==> src/rtl/edit_btn_pkg.sv <==
// Shared types and default timing constants for the edit-button conditioner.
// EDIT_BTN_AUTO_REPEAT_EN adds the REPEAT channel state.
package edit_btn_pkg;

   localparam int unsigned DEF_DEBOUNCE_CYCLES     = 2_000_000;
   localparam int unsigned DEF_REPEAT_DELAY_CYCLES = 50_000_000;
   localparam int unsigned DEF_REPEAT_RATE_CYCLES  = 20_000_000;
   localparam int unsigned NUM_BTNS                = 2;

   typedef enum logic [2:0] {
      ST_IDLE       = 3'd0,
      ST_PRESS_DB   = 3'd1,
      ST_HELD       = 3'd2,
      ST_RELEASE_DB = 3'd3
`ifdef EDIT_BTN_AUTO_REPEAT_EN
      ,
      ST_REPEAT     = 3'd4
`endif
   } chan_state_e;

   function automatic int unsigned max3(input int unsigned a,
                                        input int unsigned b,
                                        input int unsigned c);
      int unsigned m;
      m = a;
      if (b > m) m = b;
      if (c > m) m = c;
      return m;
   endfunction

   // One spare bit above the largest threshold so saturation never aliases a compare.
   function automatic int unsigned cnt_width(input int unsigned a,
                                             input int unsigned b,
                                             input int unsigned c);
      return $clog2(max3(a, b, c)) + 1;
   endfunction

endpackage

==> src/rtl/btn_channel.sv <==
// One button: 2-flop synchronizer, debounce/hold FSM and shared counter.
// EDIT_BTN_AUTO_REPEAT_EN enables the HELD->REPEAT auto-repeat path.
module btn_channel
   import edit_btn_pkg::*;
#(
   parameter int unsigned DEBOUNCE_CYCLES     = DEF_DEBOUNCE_CYCLES,
   parameter int unsigned REPEAT_DELAY_CYCLES = DEF_REPEAT_DELAY_CYCLES,
   parameter int unsigned REPEAT_RATE_CYCLES  = DEF_REPEAT_RATE_CYCLES
) (
   input  logic clk_i,
   input  logic reset_i,
   input  logic raw_i,
   output logic pulse_o,
   output logic level_o
);

   localparam int unsigned CNT_W =
      cnt_width(DEBOUNCE_CYCLES, REPEAT_DELAY_CYCLES, REPEAT_RATE_CYCLES);
   localparam logic [CNT_W-1:0] DB_LAST    = CNT_W'(DEBOUNCE_CYCLES - 1);
   localparam logic [CNT_W-1:0] CNT_ONE    = CNT_W'(1);
   localparam logic [CNT_W-1:0] CNT_MAX    = {CNT_W{1'b1}};
`ifdef EDIT_BTN_AUTO_REPEAT_EN
   localparam logic [CNT_W-1:0] DELAY_LAST = CNT_W'(REPEAT_DELAY_CYCLES - 1);
   localparam logic [CNT_W-1:0] RATE_LAST  = CNT_W'(REPEAT_RATE_CYCLES - 1);
`endif

   logic [1:0]       sync_q;
   logic             sync;
   chan_state_e      state_q, state_d;
   logic [CNT_W-1:0] cnt_q, cnt_d;
   logic [CNT_W-1:0] cnt_inc;
   logic             pulse_q, pulse_d;
   logic             level_q, level_d;
`ifdef EDIT_BTN_AUTO_REPEAT_EN
   logic             rpt_q, rpt_d;
`endif

   assign sync    = sync_q[1];
   assign cnt_inc = (cnt_q == CNT_MAX) ? cnt_q : cnt_q + CNT_ONE;
   assign pulse_o = pulse_q;
   assign level_o = level_q;

   always_ff @(posedge clk_i) begin
      if (reset_i) begin
         sync_q  <= 2'b00;
         state_q <= ST_IDLE;
         cnt_q   <= '0;
         pulse_q <= 1'b0;
         level_q <= 1'b0;
`ifdef EDIT_BTN_AUTO_REPEAT_EN
         rpt_q   <= 1'b0;
`endif
      end else begin
         sync_q  <= {sync_q[0], raw_i};
         state_q <= state_d;
         cnt_q   <= cnt_d;
         pulse_q <= pulse_d;
         level_q <= level_d;
`ifdef EDIT_BTN_AUTO_REPEAT_EN
         rpt_q   <= rpt_d;
`endif
      end
   end

   // Next state; counter holds the run length of the current sync level or hold time.
   always_comb begin
      state_d = state_q;
      cnt_d   = cnt_q;
      pulse_d = 1'b0;
      level_d = level_q;
`ifdef EDIT_BTN_AUTO_REPEAT_EN
      rpt_d   = rpt_q;
`endif
      case (state_q)
         ST_IDLE: begin
            level_d = 1'b0;
            if (sync) begin
               if (DEBOUNCE_CYCLES == 32'd1) begin
                  state_d = ST_HELD;
                  cnt_d   = '0;
                  pulse_d = 1'b1;
                  level_d = 1'b1;
`ifdef EDIT_BTN_AUTO_REPEAT_EN
                  rpt_d   = 1'b0;
`endif
               end else begin
                  state_d = ST_PRESS_DB;
                  cnt_d   = CNT_ONE;
               end
            end
         end

         ST_PRESS_DB: begin
            if (!sync) begin
               state_d = ST_IDLE;
               cnt_d   = '0;
            end else if (cnt_q >= DB_LAST) begin
               state_d = ST_HELD;
               cnt_d   = '0;
               pulse_d = 1'b1;
               level_d = 1'b1;
`ifdef EDIT_BTN_AUTO_REPEAT_EN
               rpt_d   = 1'b0;
`endif
            end else begin
               cnt_d = cnt_inc;
            end
         end

         ST_HELD: begin
            if (!sync) begin
               if (DEBOUNCE_CYCLES == 32'd1) begin
                  state_d = ST_IDLE;
                  cnt_d   = '0;
                  level_d = 1'b0;
               end else begin
                  state_d = ST_RELEASE_DB;
                  cnt_d   = CNT_ONE;
               end
`ifdef EDIT_BTN_AUTO_REPEAT_EN
            end else if (cnt_q >= DELAY_LAST) begin
               state_d = ST_REPEAT;
               cnt_d   = '0;
               pulse_d = 1'b1;
               rpt_d   = 1'b1;
`endif
            end else begin
               cnt_d = cnt_inc;
            end
         end

`ifdef EDIT_BTN_AUTO_REPEAT_EN
         ST_REPEAT: begin
            if (!sync) begin
               if (DEBOUNCE_CYCLES == 32'd1) begin
                  state_d = ST_IDLE;
                  cnt_d   = '0;
                  level_d = 1'b0;
               end else begin
                  state_d = ST_RELEASE_DB;
                  cnt_d   = CNT_ONE;
               end
            end else if (cnt_q >= RATE_LAST) begin
               cnt_d   = '0;
               pulse_d = 1'b1;
            end else begin
               cnt_d = cnt_inc;
            end
         end
`endif

         ST_RELEASE_DB: begin
            if (sync) begin
`ifdef EDIT_BTN_AUTO_REPEAT_EN
               state_d = rpt_q ? ST_REPEAT : ST_HELD;
`else
               state_d = ST_HELD;
`endif
               cnt_d   = '0;
            end else if (cnt_q >= DB_LAST) begin
               state_d = ST_IDLE;
               cnt_d   = '0;
               level_d = 1'b0;
            end else begin
               cnt_d = cnt_inc;
            end
         end

         default: begin
            state_d = ST_IDLE;
            cnt_d   = '0;
            level_d = 1'b0;
         end
      endcase
   end

endmodule

==> src/rtl/edit_btn_cond.sv <==
// Conditions the two raw watch-edit buttons into debounced levels and edit pulses.
// EDIT_BTN_AUTO_REPEAT_EN adds auto-repeat pulses while a button is held.
module edit_btn_cond
   import edit_btn_pkg::*;
#(
   parameter int unsigned DEBOUNCE_CYCLES     = DEF_DEBOUNCE_CYCLES,
   parameter int unsigned REPEAT_DELAY_CYCLES = DEF_REPEAT_DELAY_CYCLES,
   parameter int unsigned REPEAT_RATE_CYCLES  = DEF_REPEAT_RATE_CYCLES
) (
   input  logic                clk,
   input  logic                reset,
   input  logic [NUM_BTNS-1:0] btns_raw,
   output logic [NUM_BTNS-1:0] edit_btns,
   output logic [NUM_BTNS-1:0] btns_level
);

   // Bit 0: minutes edit.
   btn_channel #(
      .DEBOUNCE_CYCLES     (DEBOUNCE_CYCLES),
      .REPEAT_DELAY_CYCLES (REPEAT_DELAY_CYCLES),
      .REPEAT_RATE_CYCLES  (REPEAT_RATE_CYCLES)
   ) u_min_chan (
      .clk_i   (clk),
      .reset_i (reset),
      .raw_i   (btns_raw[0]),
      .pulse_o (edit_btns[0]),
      .level_o (btns_level[0])
   );

   // Bit 1: hours edit.
   btn_channel #(
      .DEBOUNCE_CYCLES     (DEBOUNCE_CYCLES),
      .REPEAT_DELAY_CYCLES (REPEAT_DELAY_CYCLES),
      .REPEAT_RATE_CYCLES  (REPEAT_RATE_CYCLES)
   ) u_hour_chan (
      .clk_i   (clk),
      .reset_i (reset),
      .raw_i   (btns_raw[1]),
      .pulse_o (edit_btns[1]),
      .level_o (btns_level[1])
   );

endmodule

==> config.mk <==
export PLATFORM = sky130hd
export DESIGN_NAME = edit_btn_cond
export DESIGN_NICKNAME = d
export VERILOG_FILES = /design/src/rtl/edit_btn_pkg.sv /design/src/rtl/btn_channel.sv /design/src/rtl/edit_btn_cond.sv
export SDC_FILE = /design/constraint.sdc
export NUM_CORES = 1
export LEC_CHECK = 0
export CORE_MARGIN = 2
export CORE_UTILIZATION = 45
export CTS_CLUSTER_DIAMETER = 200
export DETAILED_ROUTE_END_ITERATION = 16
export GPL_ROUTABILITY_DRIVEN = 0
export PLACE_DENSITY_LB_ADDON = 0.3
export SLEW_MARGIN = 20
export SYNTH_ARGS = -nofsm -noshare
export SYNTH_HDL_FRONTEND = slang
export SYNTH_SLANG_ARGS = --single-unit
export TNS_END_PERCENT = 20
==> constraint.sdc <==
create_clock -name clk -period 2.41 [get_ports clk]
set_clock_uncertainty 0.15 [all_clocks]
set_input_delay 0.3615 -clock clk [delete_from_list [all_inputs] [get_ports clk]]
set_output_delay 0.3615 -clock clk [all_outputs]
set_load 0.01 [all_outputs]
# Word level (Yosys, flattened, before mapping)
# Index checks and enable logic that the tools add are counted.
# word_totals
regBits,68
input_bits,4
output_inout_bits,4
word_cells,92
# op_classes
addsub,2
n_lt_le_gt_ge,2
n_eq_ne,24
muxes,40
bitwise,6
n_reduce_logical,8
# op_table
operator,n
27-bit 2-to-1 mux,12
27-bit one-hot mux with 4 select lines,2
27-bit by 1-bit adder with 27-bit output (second input constant),2
27-bit == test (second input constant),2
27-bit by 21-bit greater-or-equal comparator with 1-bit output (second input constant),2
3-bit 2-to-1 mux,12
3-bit one-hot mux with 4 select lines,2
2-bit by 1-bit inequality test with 1-bit output (second input constant),8
3-bit by 2-bit == test with 1-bit output (second input constant),4
1-bit 2-to-1 mux,10
5-bit AND reduction,2
2-bit inequality test (second input constant),4
4-bit AND reduction,2
3-bit by 1-bit == test with 1-bit output (second input constant),2
3-bit logical NOT,2
3-bit by 1-bit inequality test with 1-bit output (second input constant),2
3-bit inequality test (second input constant),2
1-bit NOT,6
1-bit one-hot mux with 3 select lines,2
3-bit OR reduction,2

# Longest topological paths before layout
# Gate-level depths: netlist of the first run.
# depth
depth_word,5
depth_mapped,8
depth_no_buf,7

# Modules after synthesis
# A second synthesis of the first run with hierarchy kept.
# unflattened
hier_cells,417
area_unflattened_um2,3672.3
# by_module_without_submodules
module,n_inst,cells_per_inst,area_per_inst_um2,seq_area_each_um2
btn_channel (u_hour_chan),1,216,1896.8,660.6
btn_channel (u_min_chan),1,201,1775.5,660.6

# Least setup slack after synthesis of the first run
# No wires, ideal clock.
# synth_path
path_kind,reg-to-reg
from,register u_min_chan.cnt_q[21]
to,register u_min_chan.cnt_q[22]
setup_time_ns,0.062
t_arrival_ns,1.980
required_time_ns,2.198
slack_ns,0.218
path_stages_with_launch,8
n_path_buf,1
synth_period_minus_slack_ns,2.192
cell_sequence,dfxtp_1 or4_4 a2111oi_4 nand2_2 o41ai_2 nand2_2 buf_6 nor2_2
# synth_via
elab_chain_len,5
word_cells_on_any_way,9
classes_between,add/sub (1); order compare (1); eq/ne (1); mux (6)
# synth_rtl
element,line,rtl
from (decl),btn_channel.sv:30,"logic [CNT_W-1:0] cnt_q, cnt_d;"
from (signal assigned),btn_channel.sv:56,cnt_q <= cnt_d;
27-bit by 1-bit adder with 27-bit output / 27-bit == test (equally long branches),btn_channel.sv:39,assign cnt_inc = (cnt_q == CNT_MAX) ? cnt_q : cnt_q + CNT_ONE;
27-bit 2-to-1 mux,btn_channel.sv:39,
27-bit 2-to-1 mux,"btn_channel.sv:97, btn_channel.sv:160",
27-bit 2-to-1 mux (on tied branches),"btn_channel.sv:153, btn_channel.sv:94",
27-bit one-hot mux with 4 select lines *,btn_channel.sv:74,case (state_q)
# Mark *: on every way between the ends. The rest lies on a longest branch, timed or not.
# A chain may end at the register's enable or synchronous reset.

# Worst setup path after layout of the first run
# layout_path
from,register u_min_chan.cnt_q[11]
to,register u_min_chan.cnt_q[26]
# The elaborated chain is that of the path after synthesis.

==> impl_metrics.ini, run 1 <==
[clock_network]
clock_sinks = 66
tritoncts = built
path_clk_slew_ns = 0.08
cts_root_buf = clkbuf_8
clock_latency_ns = 0.34
htreeDepth = 3
cts.path.max_buffers = 2
ctsHoldBuffers = 0
cts_buffers = 9

[yosys]
ys_async_sr_fraction_pct = 0
ys.flop_type = dfxtp_1
yosys.area.top_type_share_pct = 36.8
yosysTopAreaCell = dfxtp_1
synth.cell_area_sq_um = 3590
yosys-top-cells-area = dfxtp_1 (37%), xnor2_1 (7.1%), nor2_1 (4.5%), xor2_1 (4.4%), nand4_1 (3.7%)
synth.distinct_cells = 56
syn_avg_cell_area_sq_um = 8.40
ys_seq_elements = 66
ys_seq_area_share_pct = 36.8
syn-instance-count = 427
syn_nets = 433
synth_edf_count = 0
synth_warnings = 0

[power]
p_per_area_nw_per_um2 = 527
p_clk_share_pct = 44.6
power_switching_uw = 497
intPower_mw = 1.66
comb_power_share_pct = 4.5
leakage_nw = 1.34
pwr-share-seq_pct = 50.9
p_sw_share_pct = 23.0
ir_drop_v = 0.000379

[die]
die_h_um = 93.3
start_util_pct = 46.4
core_area_sq_um = 7730
die_area_sq_um = 8700
io_pins = 8
rows = 32
chipWidth_um = 93.3

[sta]
drv_slew = 0
maxSlewHeadroom_pct = 61.3
clock.fmax_mhz = 427
tightest_slew_ns = 0.576
fin_crit_sh_pct = 97.1
fin_crit_ns = 2.34
hold_viol = 0
rsz0062_at_grt = true
setup-violations-final = 0

[route]
routed_via_density = 5.75
drtPass1Iterations = 5
dr.first_iter.drc_count = 147
post_drt_wl_per_cell_um = 14.0
antenna_left = 0
drc_errors = 0
via_count = 3203
routed_wl_um = 7780

[worst_setup_path]
cp_num_cells = 6
crit_chain = or4_1, nor4_1, o41a_1, o32ai_2, o21ai_1, o211ai_1
critPathMaxStageDelay_ns = 0.54
crit_path_end_kind = register
ff2ff_path_depth = 6
critPathMaxFanout = 6
path_buf_inv = 0
cpMaxStageDelayCell = or4_1
reg2reg_from = u_min_chan.cnt_q[11]
cp.required_ns = 2.47
crit_path_start = u_min_chan.cnt_q[11]
cp_top_family = compound AO/OA/AOI/OAI gates
cp.arrival_ns = 2.40
critical_path_class = reg -> reg
crit_path_start_kind = register
r2r_setup_slack_ns = 0.07

[layout]
fin_util_pct = 53.1
instances_no_fill = 557
n_antenna_cell = 0
fillers = 718
syn_to_final_growth_pct = 14.3
finalInstanceArea_sq_um = 4100
fin_nets = 456
drive_above_1_share_pct = 16.7

[global_routing]
grt_start_max_net_pins = 23
grt-ovfl-total = 0
grt_pass1_wl_um = 13500
grt_pass1_vias = 2937
antenna_found_initial = 0
grt_usage_pct = 19.2

[flow_run]
cap_violations = 0

[placement]
dp_hpwl_um = 5440
io_buffers = 7
placed_cells = 540
placed_area_sq_um = 3870

[min_path]
hold_start = u_min_chan.sync_q[0]
whs_path_depth = 1
hold_class = reg -> reg

[outcome]
outcome = finished clean
==> state kept, by name, indices dropped and copies added, names as in the netlist, named ones only <==
register	cells
u_hour_chan.cnt_q	27
u_min_chan.cnt_q	27
u_hour_chan.sync_q	2
u_min_chan.sync_q	2
u_hour_chan.level_o	1
u_hour_chan.pulse_o	1
u_hour_chan.state_q	1
u_min_chan.level_o	1
u_min_chan.pulse_o	1
u_min_chan.state_q	1
==> per-stage QoR <==
stage	TNS, ns	setup slack [ns]	hold WS, ns	power (mW)
2_1_floorplan	0	0.218	0.264	1.19
3_3_place_gp	0	0.0783	0.273	1.22
3_5_place_dp	0	0.0534	0.280	1.22
4_1_cts	0	0.0393	0.300	2.18
5_1_grt	-0.128	-0.0394	0.314	2.24
6_report	0	0.0690	0.294	2.16
==> cell usage after synthesis (all sizes together) (4+ instances only) <==
cell type and number:
and3 12, clkbuf 10, nand2 35, o211ai 4, a21oi 9, nor2b 6, nand4 21, nand3 22
and2 4, o22ai 4, xor2 18, and4 7, or4 4, nor4 17, dfxtp 66, inv 10
o21ai 11, nor3b 4, nor2 63, xnor2 29, buf 10, nor3 19, o31ai 4
==> metal layers <==
layer	wire, um	GRT usage (%)
met1	3760	25.7
met2	3510	29.9
met5	0	0
met4	176	9.19
met3	337	3.63
==> final timing paths <==
check,end
min,u_min_chan.sync_q[1]
min reg2reg,u_min_chan.sync_q[1]
max reg2reg,u_min_chan.cnt_q[26]
max,u_min_chan.cnt_q[26]
==> layout make-up <==
| cell class | count | area, sq um | area share, % |
|---|---|---|---|
| multi-input cells | 331 | 2130 | 52.0 |
| repair buffers | 32 | 278 | 6.77 |
| clock inverters | 4 | 50.0 | 1.22 |
| inverters | 10 | 37.5 | 0.915 |
| flip-flops and latches | 66 | 1320 | 32.2 |
| well taps | 102 | 128 | 3.11 |
| clock buffers | 12 | 155 | 3.78 |
==> cell families after synthesis <==
logic type,Yosys count,share of synthesized area [%]
buffers and inverters,30,4.11
AOI/OAI and AO/OA,57,12.4
adders and majority gates,2,0.697
DFF,66,36.8
and+or+nand+nor,222,33.6
xor gates and xnor gates,47,11.5
muxes,3,0.872
==> layout by cell type, fill, tap and decap left out, types with 6 or more instances in the layout <==
master / n
xor2_1: 18
and4_1: 6
nor4_1: 16
inv_1: 10
clkbuf_8: 11
nor3_1: 19
a21oi_1: 7
nand4_1: 21
nand2_1: 33
nor2_1: 43
xnor2_1: 29
buf_4: 22
o21ai_0: 8
nor2_2: 20
nand3_1: 22
clkdlybuf4s50_1: 7
dfxtp_1: 66
and3_1: 12
nor2b_1: 6
==> power groups by stage <==
| stage | Clock, mW | Sequential [mW] | Combinational [mW] |
|---|---|---|---|
| detailed placement | 0 | 1.13 | 0.0948 |
| CTS | 0.987 | 1.10 | 0.0950 |
| global route | 1.04 | 1.10 | 0.105 |
| finish | 0.964 | 1.10 | 0.0962 |
| floorplan | 0 | 1.12 | 0.0626 |
| global placement | 0 | 1.13 | 0.0945 |
==> timing repair <==
action / in CTS / in global routing
endpoints found under the setup margin: 0 / 50
buffers inserted: 0 / 1
resized for setup: 0 / 6
Power figures use the tool's default switching activity.
==> run 2: changes to the inputs <==
Settings changed: GPL_ROUTABILITY_DRIVEN 0 to unset, SLEW_MARGIN 20 to unset.
==> results of run 2 <==
The final DEF is identical to that of run 1; final timing and power are the same.
==> run 3: changes to the inputs <==
Settings changed: GPL_ROUTABILITY_DRIVEN set to 0.
==> results of run 3 <==
The final DEF is identical to that of run 1; final timing and power are the same.
